===== src/rtl/fir_sequencer_if.sv =====
// Control/status bundle between a FIR sequencer and its controller.
// The controller drives start/stop; the sequencer drives FIR enables and status.
interface fir_sequencer_if #(
  parameter int OS_FACTOR = 4
) ();
  localparam int PW = $clog2(OS_FACTOR);

  logic          i_start;
  logic          i_stop;
  logic          o_fir_en;
  logic          o_zero_in;
  logic          o_valid;
  logic [PW-1:0] o_phase;
  logic          o_strobe;
  logic          o_busy;

  modport master (
    output i_start,
    output i_stop,
    input  o_fir_en,
    input  o_zero_in,
    input  o_valid,
    input  o_phase,
    input  o_strobe,
    input  o_busy
  );

  modport slave (
    input  i_start,
    input  i_stop,
    output o_fir_en,
    output o_zero_in,
    output o_valid,
    output o_phase,
    output o_strobe,
    output o_busy
  );
endinterface


===== src/rtl/fir_sequencer.sv =====
// Sequences a pipelined FIR through fill, run and zero-flush phases.
// Tracks the oversampling phase and flags decimation strobes.
module fir_sequencer #(
  parameter int NUM_COEFF = 17,
  parameter int PIPE_LAT  = 5,
  parameter int OS_FACTOR = 4
) (
  input  logic clk,
  input  logic i_reset,
  fir_sequencer_if.slave bus
);
  localparam int CW = $clog2(NUM_COEFF + PIPE_LAT) + 1;
  localparam int PW = $clog2(OS_FACTOR);

  localparam logic [CW-1:0] FILL_END  = CW'(PIPE_LAT - 1);
  localparam logic [CW-1:0] FLUSH_END = CW'(NUM_COEFF + PIPE_LAT - 2);

  typedef enum logic [1:0] {
    IDLE,
    FILL,
    RUN,
    FLUSH
  } state_t;

  state_t        state_q, state_d;
  logic [CW-1:0] cnt_q, cnt_d;
  logic [PW-1:0] phase_q, phase_d;

  always_ff @(posedge clk) begin
    if (i_reset) begin
      state_q <= IDLE;
      cnt_q   <= '0;
      phase_q <= '0;
    end else begin
      state_q <= state_d;
      cnt_q   <= cnt_d;
      phase_q <= phase_d;
    end
  end

  always_comb begin
    state_d = state_q;
    cnt_d   = cnt_q;
    unique case (state_q)
      IDLE: begin
        cnt_d = '0;
        if (bus.i_start) state_d = FILL;
      end
      FILL: begin
        if (bus.i_stop) begin
          state_d = IDLE;
          cnt_d   = '0;
        end else if (cnt_q == FILL_END) begin
          state_d = RUN;
          cnt_d   = '0;
        end else begin
          cnt_d = cnt_q + 1'b1;
        end
      end
      RUN: begin
        cnt_d = '0;
        if (bus.i_stop) state_d = FLUSH;
      end
      FLUSH: begin
        if (cnt_q == FLUSH_END) begin
          state_d = IDLE;
          cnt_d   = '0;
        end else begin
          cnt_d = cnt_q + 1'b1;
        end
      end
      default: begin
        state_d = IDLE;
        cnt_d   = '0;
      end
    endcase
  end

  // Phase starts at 0 on the first enabled cycle and wraps naturally.
  always_comb begin
    phase_d = phase_q + PW'(1);
    if (state_d == IDLE || state_q == IDLE) phase_d = '0;
  end

  assign bus.o_fir_en  = (state_q != IDLE);
  assign bus.o_zero_in = (state_q == FLUSH);
  assign bus.o_valid   = (state_q == RUN) || (state_q == FLUSH);
  assign bus.o_phase   = phase_q;
  assign bus.o_strobe  = bus.o_valid && (phase_q == '0);
  assign bus.o_busy    = (state_q != IDLE);
endmodule


===== src/flat_wrapper.sv =====
// flat-port wrapper written by rule: the top's interface ports become plain ports
module fir_sequencer_flat 
#(
  parameter int NUM_COEFF = 17,
  parameter int PIPE_LAT  = 5,
  parameter int OS_FACTOR = 4
)
  (clk, i_reset, bus_i_start, bus_i_stop, bus_o_fir_en, bus_o_zero_in, bus_o_valid, bus_o_phase, bus_o_strobe, bus_o_busy);
  fir_sequencer_if #(.OS_FACTOR(OS_FACTOR)) bus_i ();
  input  logic clk;
  input  logic i_reset;
  input wire logic [$bits(bus_i.i_start)-1:0] bus_i_start;
  input wire logic [$bits(bus_i.i_stop)-1:0] bus_i_stop;
  output wire logic [$bits(bus_i.o_fir_en)-1:0] bus_o_fir_en;
  output wire logic [$bits(bus_i.o_zero_in)-1:0] bus_o_zero_in;
  output wire logic [$bits(bus_i.o_valid)-1:0] bus_o_valid;
  output wire logic [$bits(bus_i.o_phase)-1:0] bus_o_phase;
  output wire logic [$bits(bus_i.o_strobe)-1:0] bus_o_strobe;
  output wire logic [$bits(bus_i.o_busy)-1:0] bus_o_busy;
  assign bus_i.i_start = bus_i_start;
  assign bus_i.i_stop = bus_i_stop;
  assign bus_o_fir_en = bus_i.o_fir_en;
  assign bus_o_zero_in = bus_i.o_zero_in;
  assign bus_o_valid = bus_i.o_valid;
  assign bus_o_phase = bus_i.o_phase;
  assign bus_o_strobe = bus_i.o_strobe;
  assign bus_o_busy = bus_i.o_busy;
  fir_sequencer #(.NUM_COEFF(NUM_COEFF), .PIPE_LAT(PIPE_LAT), .OS_FACTOR(OS_FACTOR)) u_core (.clk(clk), .i_reset(i_reset), .bus(bus_i));
endmodule

===== config.mk =====
export PLATFORM = sky130hd
export DESIGN_NAME = fir_sequencer_flat
export DESIGN_NICKNAME = d
export VERILOG_FILES = /design/src/rtl/fir_sequencer_if.sv /design/src/rtl/fir_sequencer.sv /design/src/flat_wrapper.sv
export SDC_FILE = /design/constraint.sdc
export NUM_CORES = 1
export LEC_CHECK = 0
export ABC_AREA = 1
export CAP_MARGIN = 20
export CORE_AREA = 2 2 39 41
export DETAILED_ROUTE_END_ITERATION = 8
export DIE_AREA = 0 0 41 43
export PLACE_DENSITY = 0.72
export REMOVE_ABC_BUFFERS = 1
export SYNTH_ARGS = -nofsm -noshare
export SYNTH_HDL_FRONTEND = slang
export SYNTH_SLANG_ARGS = --single-unit

===== constraint.sdc =====
create_clock -name clk -period 1.3 [get_ports clk]
set_clock_uncertainty 0.1 [all_clocks]
set_input_delay 0.26 -clock clk [delete_from_list [all_inputs] [get_ports clk]]
set_output_delay 0.26 -clock clk [all_outputs]
set_load 0.05 [all_outputs]

Yosys cells after proc, flatten, opt, wreduce, memory -nomap -nowiden
Index checks and enable logic that the tools add are counted.
Word-level totals
  flip-flop bits (word level): 10
  bits in latches: 0
  RAM bits: 0
  bits in read-only memories: 0
  input port bits: 4
  output and inout port bits: 7
  memories kept: 0
Cells by class
  add/sub/neg operators: 2
  multipliers: 0
  div/mod/pow operators: 0
  $lt $le $gt $ge: 0
  equal/unequal tests: 5
  shift-type cells: 0
  mux-type cells: 10
  bitwise operators: 0
  reduce and logical (&&, ||, !) cells: 9
Operators with widths (count)
  6-bit 2-to-1 mux: 3
  6-bit case mux with 3 select lines: 1
  2-bit 2-to-1 mux: 5
  2-bit case mux with 4 select lines: 1
  6-bit by 1-bit adder with 6-bit output, second input constant: 1
  6-bit by 3-bit equality test with 1-bit output, second input constant: 1
  6-bit by 5-bit equality test with 1-bit output, second input constant: 1
  2-bit logical NOT: 3
  2-bit equality test, second input constant: 2
  2-bit OR reduction: 2
  2-bit by 1-bit adder with 2-bit output, second input constant: 1
  2-bit by 1-bit equality test with 1-bit output, second input constant: 1
  1-bit logical OR: 2
  2-bit nonzero test: 1
  1-bit logical AND: 1

Logic depth before layout (Yosys ltp)
Gate-level depths: netlist of the first run.
  depth in word-level cells: 7
  mapped depth: 9

Worst setup path before layout of the first run
OpenSTA, ideal clock, no wires.
  kind: register -> output
  start: register u_core.phase_q[0] (netlist: u_core.bus.o_phase[0])
  end: output bus_o_strobe
  arrival: 1.156 ns
  data required time: 0.940 ns
  path slack: -0.216 ns
  cell stages (with the launch flop): 5
  cells stage by stage: dfxtp_1 > inv_1 > ha_1 > nand2_1 > inv_1
On the way
  cells in the longest elaborated chain, start to end: 2
Ends and longest elaborated chain
  start: declaration: line fir_sequencer.sv:27  | logic [PW-1:0] phase_q, phase_d;
  start signal: assignment: line fir_sequencer.sv:37  | phase_q <= phase_d;
  2-bit logical NOT: line fir_sequencer.sv:89  | assign bus.o_strobe = bus.o_valid && (phase_q == '0);
  1-bit logical AND: line fir_sequencer.sv:89
  end: declaration: line flat_wrapper.sv:18  | output wire logic [$bits(bus_i.o_strobe)-1:0] bus_o_strobe;
No other way between the ends.

Final worst setup path of the first run
  start: register u_core.state_q[1]
  end: output bus_o_strobe
On the way
  cells in the longest elaborated chain, start to end: 3
  elaborated cells between the ends (all ways): 4
  classes of those cells: eq/ne: 2; reduce/logical: 2
Ends and longest elaborated chain
  start: declaration: line fir_sequencer.sv:25  | state_t state_q, state_d;
  start signal: assignment: line fir_sequencer.sv:35  | state_q <= state_d;
  2-bit equality test: line fir_sequencer.sv:87  | assign bus.o_valid = (state_q == RUN) || (state_q == FLUSH);
  1-bit logical OR (*): line fir_sequencer.sv:87
  1-bit logical AND (*): line fir_sequencer.sv:89
Mark *: on every way between the ends. The rest lies on a longest branch, timed or not.

==> results of run 1 <==
-- final cells by class --
type	instances	area share [%]
multi-input combinational	41	37.3
clock buffer	3	2.47
inverter	15	7.00
sequential	10	23.3
tap	16	2.19
timing repair buffer	20	27.7
-- kinds of logic after synthesis --
| group | Yosys count | share of synthesized area, % |
|---|---|---|
| flip-flops | 10 | 38.7 |
| adder cells (fa/ha/maj) | 3 | 7.26 |
| XOR/XNOR | 4 | 6.78 |
| AO/OA/AOI/OAI | 5 | 5.33 |
| buffers and inverters | 17 | 13.1 |
| AND/OR/NAND/NOR | 29 | 28.8 |
-- synth_stat cells --
cell type,n
clkinv_1,1
nand3b_1,1
inv_2,1
nand2_2,4
o211ai_1,1
clkbuf_1,1
nor2_1,10
nand2_1,7
buf_4,1
dfxtp_1,10
xnor2_1,1
nor2_2,1
nand3_2,1
o21ai_1,1
a21oi_1,3
nor3_4,1
inv_1,13
ha_1,3
nand3_1,4
xor2_1,3
-- sequential cells by signal (all words and copies together), names as in the netlist --
signal,flops
u_core.state_q,2
u_core.cnt_q,6
u_core.bus.o_phase,2
-- worst max-delay path: stages, from the launching register on --
cell     delay (ns)
dfxtp_4        0.39
buf_6          0.12
nand2_2        0.05
inv_2          0.06
buf_12         0.13
-- placed cells by master (no fill, tap or decap), types with 2 or more instances in the layout --
cell,netlist,layout
clkdlybuf4s50_1,0,3
inv_1,13,7
clkbuf_4,0,3
buf_12,0,7
nand3_1,4,2
buf_4,1,8
buf_6,0,2
nor2_4,0,2
nand2_4,0,3
dfxtp_1,10,4
nand3_2,1,3
ha_4,0,2
a21oi_2,0,2
dfxtp_4,0,2
inv_4,0,3
nand2_2,4,7
xor2_1,3,3
nor2_1,10,8
inv_2,1,5
dfxtp_2,0,4
-- worst max path at each step --
stage	start	end	slack (ns)	cells past startpoint
after floorplan	u_core.state_q[1]	u_core.state_q[0]	-0.56	4
after global placement	bus_i_stop	u_core.bus.o_phase[0]	-0.19	6
after detailed placement	bus_i_stop	u_core.bus.o_phase[0]	-0.21	6
after CTS	u_core.bus.o_phase[1]	bus_o_strobe	-0.07	5
after global routing	u_core.cnt_q[1]	u_core.state_q[0]	-0.12	9
final	u_core.state_q[1]	bus_o_strobe	-0.07	4
-- per-stage QoR --
| step | cell area [um^2] | std cells |
|---|---|---|
| after floorplan | 505 | 66 |
| final | 912 | 105 |
| after global placement | 741 | 98 |
| after CTS | 871 | 103 |
| after global routing | 912 | 105 |
| after detailed placement | 741 | 98 |
-- power groups by stage --
stage	clock (mW)	sequential (mW)	combinational [mW]
2_1_floorplan	0	0.414	0.161
3_3_place_gp	0	0.356	0.439
3_5_place_dp	0	0.355	0.445
4_1_cts	0.205	0.359	0.526
5_1_grt	0.236	0.365	0.580
6_report	0.196	0.362	0.548
-- routing by layer --
metal	GRT usage (%)	vias up	wire (um)
li1	-	250	-
met1	19.9	219	504
met2	28.4	3	669
met3	3.14	2	16
met4	10.0	0	17
met5	0	-	0
-- what timing repair did --
action	in CTS	in global routing
resized for setup	34	8
pin swaps	16	9
endpoints found under the setup margin	15	14
buffers inserted	2	2
==> impl_metrics.toml, run 1 <==
[run_status]
status = "finished, violations left"
violations = "negative setup slack"

[synthesis]
synth_warnings = 0
yosys-top-cells-area = "dfxtp_1 39%, inv_1 9.4%, ha_1 7.3%"
syn-cell-area_um2 = 517
synth-seq-area-share_pct = 38.7
synth_seq_cells = 10
syn_area_per_cell_um2 = 7.60
synth_top_area_share_pct = 38.7
yosysTopAreaCell = "dfxtp_1"
synth.distinct_cells = 20
syn_inst = 68

[placement]
place_ws_ns = -0.213
dpl.hpwl_um = 786
io_buffers = 10
place_congestion = 0.731

[setup_path]
r2r_cells = 7
cp_max_fo = 4
critical_path.endpoint_type = "output port"
cp-start-kind = "flip-flop"
worstSetupPathType = "reg2out"
r2r_start = "u_core.state_q[0]"
reg2reg_slack_ns = -0.04
cp_data_required_time_ns = 0.94
reg2reg_to = "u_core.bus.o_phase[1]"
critPathArrivalTime_ns = 1.01

[pwr]
p_leak_nw = 0.393
p_switching_mw = 0.401
pwr-share-clk_pct = 17.7
switching_share_pct = 36.3
internal_power_mw = 0.705
ir_drop_v = 0.000655
combPwrFrac_pct = 49.5
p_per_area_nw_per_um2 = 1210
power_mw = 1.11
seqPwrFrac_pct = 32.8

[global_routing]
gr-total-overflow = 0
grt_first_pass_wirelength_um = 2000
grt_pass1_vias = 486
track_usage_pct = 17.4
grt_max_degree = 6
antenna_found_initial = 0

[clock_tree]
cts.sinks = 10
postCtsHoldBufs = 0
clk_root_buffer_cell = "clkbuf_4"
clk_pin_slew_ns = 0.06
clock_path_buffers = 2
ctsHtreeMaxLevel = 1
tritoncts = "yes"
insertion_delay_ns = 0.25
cts-buffers-inserted = 3

[timing]
rsz0062_at_grt = "yes"
finalHoldViolCount = 0
finalSetupViolations = 6
period_share_pct = 105
setup_slack_ns = -0.0653
tns_ns = -0.178
slew_violations = 0
period_needed_ns = 1.37
maxSlewHeadroom_pct = 85.6
whs_ns = 0.411
tightest_slew_ns = 0.215
max_freq_mhz = 732

[hold_path]
hp-class = "reg2reg"
hp-start = "u_core.cnt_q[0]"
whs_path_depth = 2
hold_end = "u_core.cnt_q[0]"

[floorplan]
start_util_pct = 37.3
dieArea_um2 = 1760
io_pins = 11
die_w_um = 41
coreArea_um2 = 1380
die_h_um = 43
fp-row-count = 14

[routing]
drtPass1Iterations = 3
routed-via-count = 474
drtAntennaViolNets = 0
wl_per_cell_um = 11.5
drc = 0
wirelength_um = 1210
avgViaCountPerCell = 4.51
drt-initial-drc-count = 3

[layout]
syn2layout_area_growth_pct = 76.5
multi_input_area_um2 = 340
finalCoreUtilization_pct = 65.9
drive_above_1_share_pct = 62.9
fillers = 118
seqCellArea_um2 = 213
nets = 98
num_antenna_cells = 0

[job]
maxCapViolCount = 0
Note: power is estimated with default switching activity, not from simulation.
==> run 2, diff against run 1 <==
--- a/config.mk
+++ b/config.mk
@@ -8,10 +8,12 @@
 export ABC_AREA = 1
 export CAP_MARGIN = 20
 export CORE_AREA = 2 2 39 41
+export CTS_BUF_LIST = sky130_fd_sc_hd__clkbuf_8
 export DETAILED_ROUTE_END_ITERATION = 8
 export DIE_AREA = 0 0 41 43
 export PLACE_DENSITY = 0.72
 export REMOVE_ABC_BUFFERS = 1
+export SKIP_CTS_REPAIR_TIMING = 1
 export SYNTH_ARGS = -nofsm -noshare
 export SYNTH_HDL_FRONTEND = slang
 export SYNTH_SLANG_ARGS = --single-unit
==> impl_metrics.toml, run 2 (same netlist as run 1, synthesis figures left out) <==
[setup_path]
worstSetupPathType = "reg2out"
critical_path.endpoint_type = "output port"
cp_max_fo = 4
r2r_start = "u_core.cnt_q[1]"
critPathMaxStageDelay_ns = 0.36
reg2reg_slack_ns = -0.06
worstPathCellList = "nor2_2 > inv_2 > buf_12"
cp-start-kind = "flip-flop"
critPathArrivalTime_ns = 1.00
r2r_cells = 9
cp_num_buf_inv = 2
reg2reg_to = "u_core.bus.o_phase[0]"
cp_data_required_time_ns = 0.94
cp_top_family = "flip-flops"
crit_path_top_delay_cell = "dfxtp_4"

[layout]
syn2layout_area_growth_pct = 67.1
nets = 94
layout_common_cells = "8 x inv_2, 7 x inv_1, 7 x buf_12"
largest_register_ffs = 6
fillers = 126
stdcell_count = 101
final_common_cell = "inv_2"
top_register = "u_core.cnt_q"
num_antenna_cells = 0
drive_above_1_share_pct = 57.6

[floorplan]
die_w_um = 41
die_h_um = 43
start_util_pct = 37.3
dieArea_um2 = 1760
io_pins = 11
coreArea_um2 = 1380
fp-row-count = 14

[routing]
wirelength_um = 1080
drt-initial-drc-count = 3
drtAntennaViolNets = 0
drc = 0
drtPass1Iterations = 2
wl_per_cell_um = 10.7
avgViaCountPerCell = 4.50
routed-via-count = 454

[run_status]
violations = "negative setup slack"
status = "finished, violations left"

[job]
maxCapViolCount = 0

[global_routing]
grt_first_pass_wirelength_um = 1660
grt_pass1_vias = 431
grt_max_degree = 6
track_usage_pct = 14.5
gr-total-overflow = 0
antenna_found_initial = 0

[placement]
placedCellCount = 98
io_buffers = 10
dpl.hpwl_um = 786
place_congestion = 0.731

[timing]
tightest_slew_ns = 0.218
finalSetupViolations = 13
slew_violations = 0
max_freq_mhz = 734
finalHoldViolCount = 0
period_share_pct = 105
setup_slack_ns = -0.0629
maxSlewHeadroom_pct = 85.4
rsz0062_at_grt = "yes"
period_needed_ns = 1.36
whs_ns = 0.413

[clock_tree]
cts-buffers-inserted = 3
tritoncts = "yes"
cts.sinks = 10
ctsHtreeMaxLevel = 1
clk_root_buffer_cell = "clkbuf_8"
clock_path_buffers = 2
clk_pin_slew_ns = 0.05
insertion_delay_ns = 0.23

[pwr]
p_per_area_nw_per_um2 = 1340
internal_power_mw = 0.764
seqPwrFrac_pct = 30.9
p_switching_mw = 0.397
pwr-share-clk_pct = 26.6
power_mw = 1.16
switching_share_pct = 34.2
ir_drop_v = 0.000711
combPwrFrac_pct = 42.4
p_leak_nw = 0.372

[hold_path]
hp-start = "u_core.cnt_q[0]"
hold_end = "u_core.cnt_q[0]"
whs_path_depth = 2
hp-class = "reg2reg"
run 2: changes by cell type in the layout (fill, tap and decap cells not counted), moves of 3 or more:
cell | previous run | this run
clkbuf_4 | 3 | 0
nor2_2 | 1 | 4
inv_2 | 5 | 8
inv_4 | 3 | 0
clkbuf_8 | 0 | 3
run 2: worst register-to-register path, delay by kind of cell, from the launching register on:
| family | cells | cell delay (ns) |
|---|---|---|
| buffers and inverters | 1 | 0.06 |
| AO/OA/AOI/OAI | 1 | 0.07 |
| AND/OR/NAND/NOR | 6 | 0.56 |
| flip-flops | 1 | 0.32 |
| adder cells (fa/ha/maj) | 1 | 0.13 |
run 2: layout make-up:
| cell class | instances | area, um^2 | share of cell area [%] |
|---|---|---|---|
| flip-flops and latches | 10 | 209 | 24.2 |
| inverters | 15 | 56.3 | 6.52 |
| well taps | 16 | 20.0 | 2.32 |
| repair buffers | 16 | 215 | 24.9 |
| multi-input cells | 41 | 322 | 37.2 |
| clock buffers | 3 | 41.3 | 4.78 |
run 2: power by group through the flow:
stage                     sequential [mW]  clock, mW  combinational (mW)
after floorplan                     0.414          0               0.161
after global placement              0.356          0               0.439
after detailed placement            0.355          0               0.445
after CTS                           0.350      0.316               0.445
after global routing                0.361      0.335               0.522
final                               0.359      0.309               0.492
run 2: worst max path at each step:
stage	from	to	slack, ns	cells past startpoint
after floorplan	u_core.state_q[1]	u_core.state_q[0]	-0.56	4
after CTS	u_core.state_q[1]	bus_o_fir_en	-0.18	3
after global placement	bus_i_stop	u_core.bus.o_phase[0]	-0.19	6
after detailed placement	bus_i_stop	u_core.bus.o_phase[0]	-0.21	6
final	u_core.state_q[1]	bus_o_fir_en	-0.06	3
after global routing	u_core.state_q[0]	u_core.bus.o_phase[0]	-0.16	6
run 2: through the flow:
stage | instance area, um^2 | setup slack (ns) | utilization (%) | TNS [ns]
5_1_grt | 863 | -0.160 | 62.4 | -1.51
2_1_floorplan | 505 | -0.561 | - | -5.24
4_1_cts | 782 | -0.184 | 56.5 | -0.923
3_5_place_dp | 741 | -0.213 | 53.5 | -1.51
3_3_place_gp | 741 | -0.193 | 53.5 | -1.21
6_report | 863 | -0.0629 | 62.4 | -0.415
run 2: per-layer routing:
metal,GRT usage (%),vias to the layer above,part of all wire [%]
li1,-,238,-
met1,16.3,211,42
met2,20.9,3,54
met3,3.14,2,1.7
met4,14.0,0,2.1
met5,0,-,0
